===== src/rtl/pp_ingress_arbiter.sv =====
// pp_ingress_arbiter
// Packet-granular round-robin arbiter that shares the parser's single
// AXI-Stream ingress between NUM_PORTS sources. The granted port is passed
// through combinationally. Packets longer than MAX_PKT_LENGTH beats are cut
// with a forced tlast, and their remainder is silently drained.
module pp_ingress_arbiter #(
   parameter int NUM_PORTS      = 4,
   parameter int TDATA_WIDTH    = 8,
   parameter int TUSER_WIDTH    = 128,
   parameter int MAX_PKT_LENGTH = 65535,
   parameter int CNT_W          = 16,
   parameter int ID_W           = 2
) (
   input  logic                             aclk,
   input  logic                             aresetn,
   input  logic [NUM_PORTS-1:0]             s_tvalid,
   output logic [NUM_PORTS-1:0]             s_tready,
   input  logic [NUM_PORTS*TDATA_WIDTH-1:0] s_tdata,
   input  logic [NUM_PORTS*TUSER_WIDTH-1:0] s_tuser,
   input  logic [NUM_PORTS-1:0]             s_tlast,
   output logic                             m_tvalid,
   input  logic                             m_tready,
   output logic [TDATA_WIDTH-1:0]           m_tdata,
   output logic [TUSER_WIDTH-1:0]           m_tuser,
   output logic                             m_tlast,
   output logic [ID_W-1:0]                  m_tid,
   output logic                             trunc_err,
   output logic [15:0]                      trunc_cnt
);

   typedef enum logic [1:0] {
      IDLE  = 2'd0,
      PASS  = 2'd1,
      DRAIN = 2'd2
   } state_t;

   state_t              state;
   state_t              state_nxt;
   logic [ID_W-1:0]     gnt;
   logic [ID_W-1:0]     gnt_nxt;
   logic [ID_W-1:0]     last_gnt;
   logic [ID_W-1:0]     last_gnt_nxt;
   logic [CNT_W-1:0]    beat_cnt;
   logic [CNT_W-1:0]    beat_cnt_nxt;
   logic                trunc_set;

   logic                sel_valid;
   logic                sel_last;
   logic [TDATA_WIDTH-1:0] sel_data;
   logic [TUSER_WIDTH-1:0] sel_user;
   logic                pick_found;
   logic [ID_W-1:0]     pick_idx;
   logic [ID_W-1:0]     cand;
   logic                at_max;
   logic                pass_hs;

   // Saturating increment for the truncation counter.
   function automatic logic [15:0] sat_inc16(input logic [15:0] v);
      return (v == 16'hFFFF) ? v : v + 16'd1;
   endfunction

   // Select the granted port's stream signals using constant slices only.
   always_comb begin
      sel_valid = 1'b0;
      sel_last  = 1'b0;
      sel_data  = {TDATA_WIDTH{1'b0}};
      sel_user  = {TUSER_WIDTH{1'b0}};
      for (int i = 0; i < NUM_PORTS; i++) begin
         sel_valid = (gnt == ID_W'(i)) ? s_tvalid[i] : sel_valid;
         sel_last  = (gnt == ID_W'(i)) ? s_tlast[i]  : sel_last;
         sel_data  = (gnt == ID_W'(i)) ? s_tdata[i*TDATA_WIDTH +: TDATA_WIDTH] : sel_data;
         sel_user  = (gnt == ID_W'(i)) ? s_tuser[i*TUSER_WIDTH +: TUSER_WIDTH] : sel_user;
      end
   end

   // Round-robin pick: scan downward so the port nearest after last_gnt wins.
   always_comb begin
      pick_found = 1'b0;
      pick_idx   = {ID_W{1'b0}};
      cand       = {ID_W{1'b0}};
      for (int i = NUM_PORTS; i >= 1; i--) begin
         cand       = ID_W'((int'(last_gnt) + i) % NUM_PORTS);
         pick_found = pick_found | s_tvalid[cand];
         pick_idx   = s_tvalid[cand] ? cand : pick_idx;
      end
   end

   assign at_max  = (beat_cnt == CNT_W'(MAX_PKT_LENGTH - 1));
   assign pass_hs = (state == PASS) && sel_valid && m_tready;
   assign m_tid   = gnt;

   // Next-state logic: grant, beat count and truncation detection.
   always_comb begin
      state_nxt    = state;
      gnt_nxt      = gnt;
      last_gnt_nxt = last_gnt;
      beat_cnt_nxt = beat_cnt;
      trunc_set    = 1'b0;
      case (state)
         IDLE: begin
            if (pick_found) begin
               state_nxt    = PASS;
               gnt_nxt      = pick_idx;
               beat_cnt_nxt = {CNT_W{1'b0}};
            end else begin
               state_nxt    = IDLE;
            end
         end
         PASS: begin
            if (pass_hs) begin
               beat_cnt_nxt = beat_cnt + CNT_W'(1);
               if (sel_last) begin
                  // Genuine end of packet wins over truncation on the same beat.
                  state_nxt    = IDLE;
                  last_gnt_nxt = gnt;
               end else if (at_max) begin
                  state_nxt = DRAIN;
                  trunc_set = 1'b1;
               end else begin
                  state_nxt = PASS;
               end
            end else begin
               state_nxt = PASS;
            end
         end
         DRAIN: begin
            if (sel_valid && sel_last) begin
               state_nxt    = IDLE;
               last_gnt_nxt = gnt;
            end else begin
               state_nxt = DRAIN;
            end
         end
         default: begin
            state_nxt = IDLE;
         end
      endcase
   end

   // Output decode: pass-through in PASS, sink-only in DRAIN, quiet in IDLE.
   always_comb begin
      m_tvalid = 1'b0;
      m_tlast  = 1'b0;
      m_tdata  = {TDATA_WIDTH{1'b0}};
      m_tuser  = {TUSER_WIDTH{1'b0}};
      s_tready = {NUM_PORTS{1'b0}};
      case (state)
         PASS: begin
            m_tvalid = sel_valid;
            m_tlast  = sel_last | at_max;
            m_tdata  = sel_data;
            m_tuser  = sel_user;
            for (int i = 0; i < NUM_PORTS; i++) begin
               s_tready[i] = (gnt == ID_W'(i)) ? m_tready : 1'b0;
            end
         end
         DRAIN: begin
            for (int i = 0; i < NUM_PORTS; i++) begin
               s_tready[i] = (gnt == ID_W'(i));
            end
         end
         IDLE: begin
            m_tvalid = 1'b0;
         end
         default: begin
            m_tvalid = 1'b0;
         end
      endcase
   end

   // State and counter registers; last_gnt resets so port 0 is served first.
   always_ff @(posedge aclk or negedge aresetn) begin
      if (!aresetn) begin
         state     <= IDLE;
         gnt       <= {ID_W{1'b0}};
         last_gnt  <= ID_W'(NUM_PORTS - 1);
         beat_cnt  <= {CNT_W{1'b0}};
         trunc_cnt <= 16'd0;
         trunc_err <= 1'b0;
      end else begin
         state     <= state_nxt;
         gnt       <= gnt_nxt;
         last_gnt  <= last_gnt_nxt;
         beat_cnt  <= beat_cnt_nxt;
         trunc_err <= trunc_set;
         if (trunc_set) begin
            trunc_cnt <= sat_inc16(trunc_cnt);
         end
      end
   end

endmodule


===== config.mk =====
export PLATFORM = sky130hd
export DESIGN_NAME = pp_ingress_arbiter
export DESIGN_NICKNAME = d
export VERILOG_FILES = /design/src/rtl/pp_ingress_arbiter.sv
export SDC_FILE = /design/constraint.sdc
export NUM_CORES = 1
export LEC_CHECK = 0
export ABC_CLOCK_PERIOD_IN_PS = 4010
export CORE_AREA = 2 2 275 277
export CTS_BUF_LIST = sky130_fd_sc_hd__clkbuf_4 sky130_fd_sc_hd__clkbuf_8
export DETAILED_ROUTE_END_ITERATION = 8
export DIE_AREA = 0 0 277 279
export REMOVE_ABC_BUFFERS = 1
export SLEW_MARGIN = 25
export SYNTH_ARGS = -nofsm -noshare
export SYNTH_HDL_FRONTEND = slang
export SYNTH_SLANG_ARGS = --single-unit

===== constraint.sdc =====
create_clock -name aclk -period 4.01 [get_ports aclk]
set_clock_uncertainty 0.2 [all_clocks]
set_input_delay 0.6015 -clock aclk [delete_from_list [all_inputs] [get_ports aclk]]
set_output_delay 0.6015 -clock aclk [all_outputs]
set_load 0.005 [all_outputs]

==> results.yml <==
layout:
  syn2layout_area_growth_pct: 134
  postLayoutCoreUtil_pct: 20.2
  design_area_um2: 14900
  drive_gt1_share_pct: 14.9
  nets: 1799
clocking:
  clkSlewWorstSetupHoldPaths_ns: 0.08
  post_cts_buffers: 0
  cts_max_level: 2
  cts_hold_buf: 0
  numCtsBuffers: 5
  cts_tree: "done"
  cts-root-buf: "clkbuf_8"
  insertion_delay_ns: 0.29
  cts_max_path_buffers: 2
  clock-sinks: 39
  cts-resized-gates: 0
die:
  io_pins: 716
  die_area_um2: 77300
  dieHeight_um: 279
  initial_core_util_pct: 8.60
  die_x_um: 277
  coreArea_um2: 74100
  rows: 100
power_and_ir_drop:
  switching_share_pct: 39.0
  clkPwrFrac_pct: 4.8
  p_seq_share_pct: 8.5
  p_int_mw: 4.26
  p_total_mw: 6.99
  ir_worst_vdd_mv: 0.219
  combinationalPowerShare_pct: 86.6
  p_leak_nw: 5.07
  p_sw_mw: 2.73
  power_density_nw_per_um2: 468
worst_setup_path:
  worst_ep_required_time_ns: 3.21
  r2r_slack_ns: 0.95
  crit_chain: "buf_12 -> buf_12 -> mux4_2 -> and2_1 -> clkdlybuf4s50_1"
  critical_path_depth: 5
  crit_type: "reg2out"
  cpMaxStageDelayCell: "dfrtp_4"
  path_common_cell: "buf_12"
  worstPathArrival_ns: 2.77
  critPathTopFamily: "buffers and inverters"
  crit_buf_inv: 3
  r2r-start: "m_tid[0]"
  start_kind: "register"
  crit_fanout: 23
  r2r-end: "trunc_cnt[15]"
  slowest_delay_ns: 0.64
  critPathCaptureType: "primary output"
  rr_worst_depth: 5
drt:
  drtAntennaViolNets: 0
  vias: 8856
  dr.pass1.iters: 4
  via_per_inst: 3.96
  drtIter0Drc: 545
  drc_errors: 0
  drt_wl_total_um: 72500
  routedWlPerCell_um: 32.4
timing:
  hold_violations: 0
  tightest_slew_ns: 0.841
  fin_crit_sh_pct: 89.0
  fin_crit_ns: 3.57
  finalSetupViolCount: 0
  rsz0062_at_grt: "false"
  slew_violations: 0
  slew_headroom_pct: 43.9
  fmax_mhz: 280
global_route:
  overflow: 0
  grt_use_total_pct: 18.1
  antenna_found_initial: 115
  grt_pass1_wl_um: 92100
  grt_pass1_vias: 9083
  grt_max_degree: 90
hold_path:
  hold_depth: 1
  min_from: "trunc_cnt[15]"
  min_to: "trunc_cnt[15]"
  hp-class: "reg2reg"
synth:
  synth_area_um2: 6370
  ys_warn_count: 0
  syn_area_per_cell_um2: 11.6
  seq_area_frac_synth_pct: 15.4
  async_flop_share_pct: 100
  syn_inst: 550
  synth_edf_count: 0
  ys_ff_latch: 39
  synth_ff_type: "dfrtp_1"
  ys_types: 53
place:
  portBuffers: 715
  gp_congestion: 0.955
  dpl.hpwl_um: 65500
  place_area_um2: 14800
job:
  drv_cap: 0
outcome:
  run_status: "finished, final reports clean"
## kinds of logic after synthesis
kind of cell | synth area share (%)
adder cells (fa/ha/maj) | 1.37
multiplexers | 49.5
XOR/XNOR | 3.02
buffers and inverters | 4.18
AND/OR/NAND/NOR | 23.1
AO/OA/AOI/OAI | 3.47
flip-flops | 15.4
## placed cells by master, fill, tap and decap left out, types with 3 or more instances in the layout
master           synthesis  final
clkdlybuf4s50_1          0    714
and2_1                 140    140
mux4_2                 138    138
dfrtp_1                 37     35
diode_2                  0     28
nand2_1                 24     24
xnor2_1                 21     21
nor2_1                  19     19
nand3_1                 16     16
buf_4                    1     13
nand4_1                 10     10
nor4_1                  10     10
inv_1                    7      7
nor3_1                   7      7
buf_12                   0      7
nor3b_1                  6      6
ha_1                     7      6
clkbuf_8                 0      5
o21ai_0                  4      4
or2_2                    4      4
and3_1                   4      4
nor2b_1                  4      4
a21oi_1                  3      3
mux2_2                   3      3
## registers in the layout, indices dropped and copies added (netlist names)
signal,count
beat_cnt,16
last_gnt,2
m_tid,2
state,2
trunc_cnt,16
trunc_err,1
## power by group through the flow
stage | registers, mW | clock network, mW | logic [mW]
2_1_floorplan | 0.910 | 0 | 2.63
3_3_place_gp | 0.604 | 0 | 6.04
3_5_place_dp | 0.613 | 0 | 6.05
4_1_cts | 0.606 | 0.344 | 6.12
5_1_grt | 0.618 | 0.365 | 6.46
6_report | 0.596 | 0.337 | 6.05
## how the worst max path moves through the flow
stage / slack, ns / end / startpoint
floorplan: -3.76 / trunc_cnt[1] / m_tid[0]
global placement: 0.64 / s_tready[3] / m_tready
detailed placement: 0.65 / s_tready[3] / m_tready
CTS: 0.44 / m_tuser[121] / m_tid[0]
global route: 0.36 / m_tuser[121] / m_tid[0]
finish: 0.44 / m_tuser[121] / m_tid[0]
## cell type report
cell class / instances / area (um2)
diodes: 28 / 70.1
well taps: 969 / 1210
fillers: 8059 / 59100
clock inverters: 3 / 43.8
clock buffers: 5 / 68.8
multi-input cells: 450 / 5140
flip-flops and latches: 39 / 986
repair buffers: 734 / 7380
inverters: 7 / 26.3
## routing by layer
| metal | track usage (%) | vias up | wire length, um |
|---|---|---|---|
| li1 | - | 3574 | - |
| met1 | 18.9 | 4284 | 25500 |
| met2 | 28.5 | 711 | 31500 |
| met3 | 14.1 | 211 | 12600 |
| met4 | 4.28 | 76 | 2420 |
| met5 | 0 | - | 478 |
## cells in the mapped netlist, types with 6 or more instances
| library cell | instances | area share, % |
|---|---|---|
| mux4_2 | 138 | 49 |
| nor3b_1 | 6 | 0.71 |
| xnor2_1 | 21 | 2.9 |
| nor4_1 | 10 | 0.98 |
| nand4_1 | 10 | 0.98 |
| clkbuf_1 | 40 | 2.4 |
| buf_2 | 8 | 0.63 |
| ha_1 | 7 | 1.4 |
| nand2_1 | 24 | 1.4 |
| dfrtp_1 | 37 | 15 |
| nor3_1 | 7 | 0.55 |
| nor2_1 | 19 | 1.1 |
| nand3_1 | 16 | 1.3 |
| and2_1 | 140 | 14 |
| inv_1 | 7 | 0.41 |
## through the flow
step | hold WS [ns] | std cells | setup slack [ns] | TNS, ns
after floorplan | 0.106 | 496 | -3.76 | -557.18
after global placement | 0.302 | 2199 | 0.644 | 0
after detailed placement | 0.321 | 2199 | 0.653 | 0
after CTS | 0.333 | 2207 | 0.445 | 0
after global routing | 0.343 | 2220 | 0.357 | 0
final | 0.318 | 2235 | 0.442 | 0
Note: power is estimated with default switching activity, not from simulation.
